[config.mk]
export PLATFORM = sky130hd
export DESIGN_NAME = nibble_serial_add_ctrl_flat
export DESIGN_NICKNAME = d
export VERILOG_FILES = /design/src/rtl/nibble_serial_add_ctrl_if.sv /design/src/rtl/nibble_serial_add_ctrl.sv /design/src/flat_wrapper.sv
export SDC_FILE = /design/constraint.sdc
export NUM_CORES = 1
export LEC_CHECK = 0
export BUFFER_PORTS_ARGS = -buffer_cell sky130_fd_sc_hd__buf_2
export CORE_ASPECT_RATIO = 0.5
export CORE_UTILIZATION = 56
export CTS_CLUSTER_DIAMETER = 40
export DETAILED_ROUTE_END_ITERATION = 8
export PLACE_DENSITY = 0.91
export SYNTH_ARGS = -nofsm -noshare
export SYNTH_HDL_FRONTEND = slang
export SYNTH_SLANG_ARGS = --single-unit
[constraint.sdc]
create_clock -name Clk -period 5.95 [get_ports Clk]
set_clock_uncertainty 0.05 [all_clocks]
set_input_delay 0.8925 -clock Clk [delete_from_list [all_inputs] [get_ports Clk]]
set_output_delay 0.8925 -clock Clk [all_outputs]
set_load 0.02 [all_outputs]
[src/rtl/nibble_serial_add_ctrl_if.sv]
// Host and nibble-adder signal bundle for nibble_serial_add_ctrl.
// slave = controller side, master = host/adder side.
interface nibble_serial_add_ctrl_if #(
  parameter int WIDTH = 16
);
  logic             Run;
  logic             Sub;
  logic [WIDTH-1:0] A_in;
  logic [WIDTH-1:0] B_in;
  logic [3:0]       add_a;
  logic [3:0]       add_b;
  logic             add_cin;
  logic [3:0]       add_s;
  logic             add_cout;
  logic [WIDTH-1:0] Sum;
  logic             Cout;
  logic             Overflow;
  logic             Busy;
  logic             Done;

  modport slave (
    input  Run, Sub, A_in, B_in,
    input  add_s, add_cout,
    output add_a, add_b, add_cin,
    output Sum, Cout, Overflow,
    output Busy, Done
  );

  modport master (
    output Run, Sub, A_in, B_in,
    output add_s, add_cout,
    input  add_a, add_b, add_cin,
    input  Sum, Cout, Overflow,
    input  Busy, Done
  );
endinterface

[src/rtl/nibble_serial_add_ctrl.sv]
// Serial WIDTH-bit add/sub sequencer driving an external
// 4-bit adder one nibble per clock, LS nibble first.
module nibble_serial_add_ctrl #(
  parameter int WIDTH = 16
) (
  input logic                     Clk,
  input logic                     Reset_n,
  nibble_serial_add_ctrl_if.slave bus
);
  localparam int N  = WIDTH / 4;
  localparam int IW = (N > 1) ? $clog2(N) : 1;

  localparam logic [1:0] S_IDLE = 2'd0;
  localparam logic [1:0] S_ADD  = 2'd1;
  localparam logic [1:0] S_DONE = 2'd2;

  logic [1:0]       state;
  logic [IW-1:0]    idx;
  logic             carry;
  logic             run_q;
  logic [WIDTH-1:0] op_a;
  logic [WIDTH-1:0] op_b;
  logic [WIDTH-1:0] sum_q;
  logic             cout_q;
  logic             ovf_q;

  logic             start;
  logic             last;
  logic [IW+1:0]    bit_lo;
  logic [3:0]       nib_a;
  logic [3:0]       nib_b;
  logic             nib_cin;

  assign start  = bus.Run & ~run_q;
  assign last   = (idx == IW'(N - 1));
  assign bit_lo = {idx, 2'b00};

  always_comb begin
    nib_a   = '0;
    nib_b   = '0;
    nib_cin = 1'b0;
    if (state == S_ADD) begin
      nib_a   = op_a[bit_lo +: 4];
      nib_b   = op_b[bit_lo +: 4];
      nib_cin = carry;
    end
  end

  always_ff @(posedge Clk or negedge Reset_n) begin
    if (!Reset_n) begin
      state  <= S_IDLE;
      idx    <= '0;
      carry  <= 1'b0;
      run_q  <= 1'b0;
      op_a   <= '0;
      op_b   <= '0;
      sum_q  <= '0;
      cout_q <= 1'b0;
      ovf_q  <= 1'b0;
    end else begin
      run_q <= bus.Run;
      case (state)
        S_IDLE: begin
          if (start) begin
            op_a   <= bus.A_in;
            op_b   <= bus.Sub ? ~bus.B_in : bus.B_in;
            carry  <= bus.Sub;
            idx    <= '0;
            sum_q  <= '0;
            cout_q <= 1'b0;
            ovf_q  <= 1'b0;
            state  <= S_ADD;
          end
        end
        S_ADD: begin
          sum_q[bit_lo +: 4] <= bus.add_s;
          carry <= bus.add_cout;
          if (last) begin
            idx    <= '0;
            cout_q <= bus.add_cout;
            // signed overflow: like-signed inputs, result sign differs
            ovf_q  <= (op_a[WIDTH-1] == op_b[WIDTH-1]) &
                      (bus.add_s[3] != op_a[WIDTH-1]);
            state  <= S_DONE;
          end else begin
            idx <= idx + IW'(1);
          end
        end
        S_DONE:  state <= S_IDLE;
        default: state <= S_IDLE;
      endcase
    end
  end

  assign bus.add_a    = nib_a;
  assign bus.add_b    = nib_b;
  assign bus.add_cin  = nib_cin;
  assign bus.Sum      = sum_q;
  assign bus.Cout     = cout_q;
  assign bus.Overflow = ovf_q;
  assign bus.Busy     = (state != S_IDLE);
  assign bus.Done     = (state == S_DONE);
endmodule

[src/flat_wrapper.sv]
// flat-port wrapper written by rule: the top's interface ports become plain ports
module nibble_serial_add_ctrl_flat 
#(
  parameter int WIDTH = 16
)
  (Clk, Reset_n, bus_Run, bus_Sub, bus_A_in, bus_B_in, bus_add_s, bus_add_cout, bus_add_a, bus_add_b, bus_add_cin, bus_Sum, bus_Cout, bus_Overflow, bus_Busy, bus_Done);
  nibble_serial_add_ctrl_if #(.WIDTH(WIDTH)) bus_i ();
  input logic Clk;
  input logic Reset_n;
  input wire logic [$bits(bus_i.Run)-1:0] bus_Run;
  input wire logic [$bits(bus_i.Sub)-1:0] bus_Sub;
  input wire logic [$bits(bus_i.A_in)-1:0] bus_A_in;
  input wire logic [$bits(bus_i.B_in)-1:0] bus_B_in;
  input wire logic [$bits(bus_i.add_s)-1:0] bus_add_s;
  input wire logic [$bits(bus_i.add_cout)-1:0] bus_add_cout;
  output wire logic [$bits(bus_i.add_a)-1:0] bus_add_a;
  output wire logic [$bits(bus_i.add_b)-1:0] bus_add_b;
  output wire logic [$bits(bus_i.add_cin)-1:0] bus_add_cin;
  output wire logic [$bits(bus_i.Sum)-1:0] bus_Sum;
  output wire logic [$bits(bus_i.Cout)-1:0] bus_Cout;
  output wire logic [$bits(bus_i.Overflow)-1:0] bus_Overflow;
  output wire logic [$bits(bus_i.Busy)-1:0] bus_Busy;
  output wire logic [$bits(bus_i.Done)-1:0] bus_Done;
  assign bus_i.Run = bus_Run;
  assign bus_i.Sub = bus_Sub;
  assign bus_i.A_in = bus_A_in;
  assign bus_i.B_in = bus_B_in;
  assign bus_i.add_s = bus_add_s;
  assign bus_i.add_cout = bus_add_cout;
  assign bus_add_a = bus_i.add_a;
  assign bus_add_b = bus_i.add_b;
  assign bus_add_cin = bus_i.add_cin;
  assign bus_Sum = bus_i.Sum;
  assign bus_Cout = bus_i.Cout;
  assign bus_Overflow = bus_i.Overflow;
  assign bus_Busy = bus_i.Busy;
  assign bus_Done = bus_i.Done;
  nibble_serial_add_ctrl #(.WIDTH(WIDTH)) u_core (.Clk(Clk), .Reset_n(Reset_n), .bus(bus_i));
endmodule
==> flow_summary.ini <==
[status]
status = finished, final reports clean

[sta]
totalNegativeSetupSlack_ns = 0
worstMarginPinSlew_ns = 0.922
relSlewSlack = 0.385
fmax_mhz = 319
hold_viol = 0
setup_viol = 0
rsz0062_at_grt = no
maxSlewViolCount = 0
period_minus_slack_ns = 3.14
fin_crit_sh = 0.527

[die]
core.rowCount = 17
coreArea_um2 = 4490
die_x_um = 99.5
start_util = 0.593
ios = 70
die-height_um = 50.7
die_area_um2 = 5050

[layout]
layout_commonest_cell = buf_2
drive_gt1_frac = 0.404
final_cell_mix = buf_2, dfrtp_1, a21oi_1
syn2layout_area_growth_pct = 17.3
seqCellArea_um2 = 1400
fin_nets = 318
nFillCells = 326
layoutNonFillerInstCount = 338
multi_input_area_um2 = 1170
diodes = 0
final_util = 0.696

[cts]
numClockSinks = 56
insertion_delay_ns = 0.30
clockBufferDepth = 2
root_buffer = clkbuf_8
cts_post_setup_buffers_inserted = 0
h-tree-depth = 2
postCtsHoldBufs = 0
tritoncts = done
cts-resized-gates = 0
numCtsBuffers = 5
clk_pin_slew_ns = 0.09

[worst_setup_path]
crit_type = reg -> out
path_cells = mux4_2 -> and2_1 -> buf_2
critPathLaunchType = register
slowest_delay_ns = 0.96
cpMaxStageDelayCell = dfrtp_1
crit_fanout = 17
crit_path_end_kind = output pin
required_ns = 5.01
arrival_ns = 2.19

[pwr]
p_int_w = 0.000972
clockPowerShare = 0.130
vdd_ir_drop_max_v = 0.000227
netSwitchingFraction = 0.392
seqPwrFrac = 0.423
p_per_area_nw_per_um2 = 512
comb_power_share = 0.447
p_leak_nw = 1.46
netSwitchingPower_w = 0.000627

[synthesis]
ys_warn_count = 0
ys_seq_elements = 56
synth_nets = 252
syn_area_um2 = 2660
synth_cells = 205
yosysUniqueCellTypes = 28
yosysSeqAreaShare = 0.527
synth.avg_cell_area_um2 = 13.0

[global_routing]
grt.overflow.total = 0
antenna_found_initial = 0
grt_max_degree = 59
grt_pass1_vias = 1801
grt_use_total = 0.224
grt_pass1_wl_um = 8510

[detailed_routing]
wl_per_cell_um = 15.2
met1Wirelength_um = 2420
routed_wl_um = 5150
drtPass1Iterations = 4
routed.top_layer = met4
wl_met3_um = 205
postRouteAntennaNets = 0
routed-wl-met2_um = 2480
vias = 1820
viasPerCell = 5.38
drc = 0
drt_iter0_markers = 80

[placement]
place_inst = 330
hpwl_um = 3630
numPortBuffers = 69
gp_congestion = 0.713

[worst_hold_path]
hp-class = reg -> reg

[flow_run]
maxCapViolations = 0
metal layers:
| layer | vias to the layer above | track usage |
|---|---|---|
| li1 | 866 | - |
| met1 | 907 | 0.293 |
| met2 | 43 | 0.382 |
| met3 | 4 | 0.0585 |
| met4 | 0 | 0.0490 |
| met5 | - | 0 |
logic make-up after synthesis:
family / Yosys count / synth area share
simple gates: 43 / 0.109
flops: 56 / 0.527
compound gates: 44 / 0.114
mux: 24 / 0.135
fa+ha+maj: 6 / 0.0282
xor+xnor: 16 / 0.0527
buf+inv: 16 / 0.0348
cell usage after synthesis (all sizes together):
library cell / n / area, µm²
nor2: 17 / 63.8
dfrtp: 56 / 1400
a221o: 1 / 10.0
nor3: 1 / 10.0
buf: 11 / 73.8
nor2b: 1 / 6.26
xnor2: 16 / 140
a22o: 18 / 158
or3: 1 / 6.26
or2: 1 / 6.26
o21bai: 1 / 7.51
nor4: 1 / 21.3
clkbuf: 2 / 7.51
mux2: 16 / 180
o22ai: 1 / 6.26
nand2b: 3 / 18.8
mux4: 8 / 180
nand2: 4 / 15.0
nor4b: 3 / 71.3
ha: 6 / 75.1
o31ai: 2 / 15.0
inv: 3 / 11.3
nor3b: 1 / 7.51
and2: 10 / 62.6
a31oi: 1 / 6.26
a21oi: 20 / 100
cell type report:
| type | count | area share |
|---|---|---|
| flip-flops and latches | 56 | 0.449 |
| well taps | 66 | 0.0265 |
| repair buffers | 72 | 0.118 |
| multi-input cells | 133 | 0.374 |
| clock inverters | 3 | 0.00721 |
| inverters | 3 | 0.00361 |
| clock buffers | 5 | 0.0220 |
sequential cells by signal (all words and copies together), names as in the netlist:
register,count
u_core.bus.Overflow,1
u_core.carry,1
u_core.op_a,16
u_core.run_q,1
u_core.bus.Sum,16
u_core.op_b,16
u_core.state,2
u_core.idx,2
u_core.bus.Cout,1
worst max-delay path: cells and delay by family (launching register included):
kind                   cells  cell delay [ns]
DFF                        1             0.96
muxes                      1             0.59
and+or+nand+nor            1             0.18
buffers and inverters      1             0.16
per-stage QoR:
step,setup WS [ns],hold WS [ns],instance area [µm²],total power (W)
finish,2.81,0.456,3120,0.00160
global route,2.68,0.472,3120,0.00170
CTS,2.78,0.462,3120,0.00161
detailed placement,3.13,0.436,3030,0.00140
global placement,3.16,0.433,3030,0.00136
floorplan,3.55,0.425,2660,0.00121
power groups by stage:
stage	clock network [W]	registers, W	logic (W)
2_1_floorplan	0	0.000670	0.000536
3_3_place_gp	0	0.000671	0.000690
3_5_place_dp	0	0.000684	0.000716
4_1_cts	0.000212	0.000676	0.000721
5_1_grt	0.000227	0.000699	0.000773
6_report	0.000207	0.000677	0.000715
worst paths after layout:
check | cells past startpoint | from | end | slack [ns]
max | 3 | u_core.idx[0] | bus_add_b[2] | 2.81
min | 1 | u_core.bus.Sum[5] | u_core.bus.Sum[5] | 0.46
max reg2reg | 5 | u_core.idx[0] | u_core.bus.Sum[10] | 3.47
min reg2reg | 1 | u_core.bus.Sum[5] | u_core.bus.Sum[5] | 0.46
max in group asynchronous | 2 | Reset_n | u_core.op_a[3] | 4.73
min in group asynchronous | 2 | Reset_n | u_core.bus.Sum[13] | 0.66
Power figures use the tool's default switching activity.
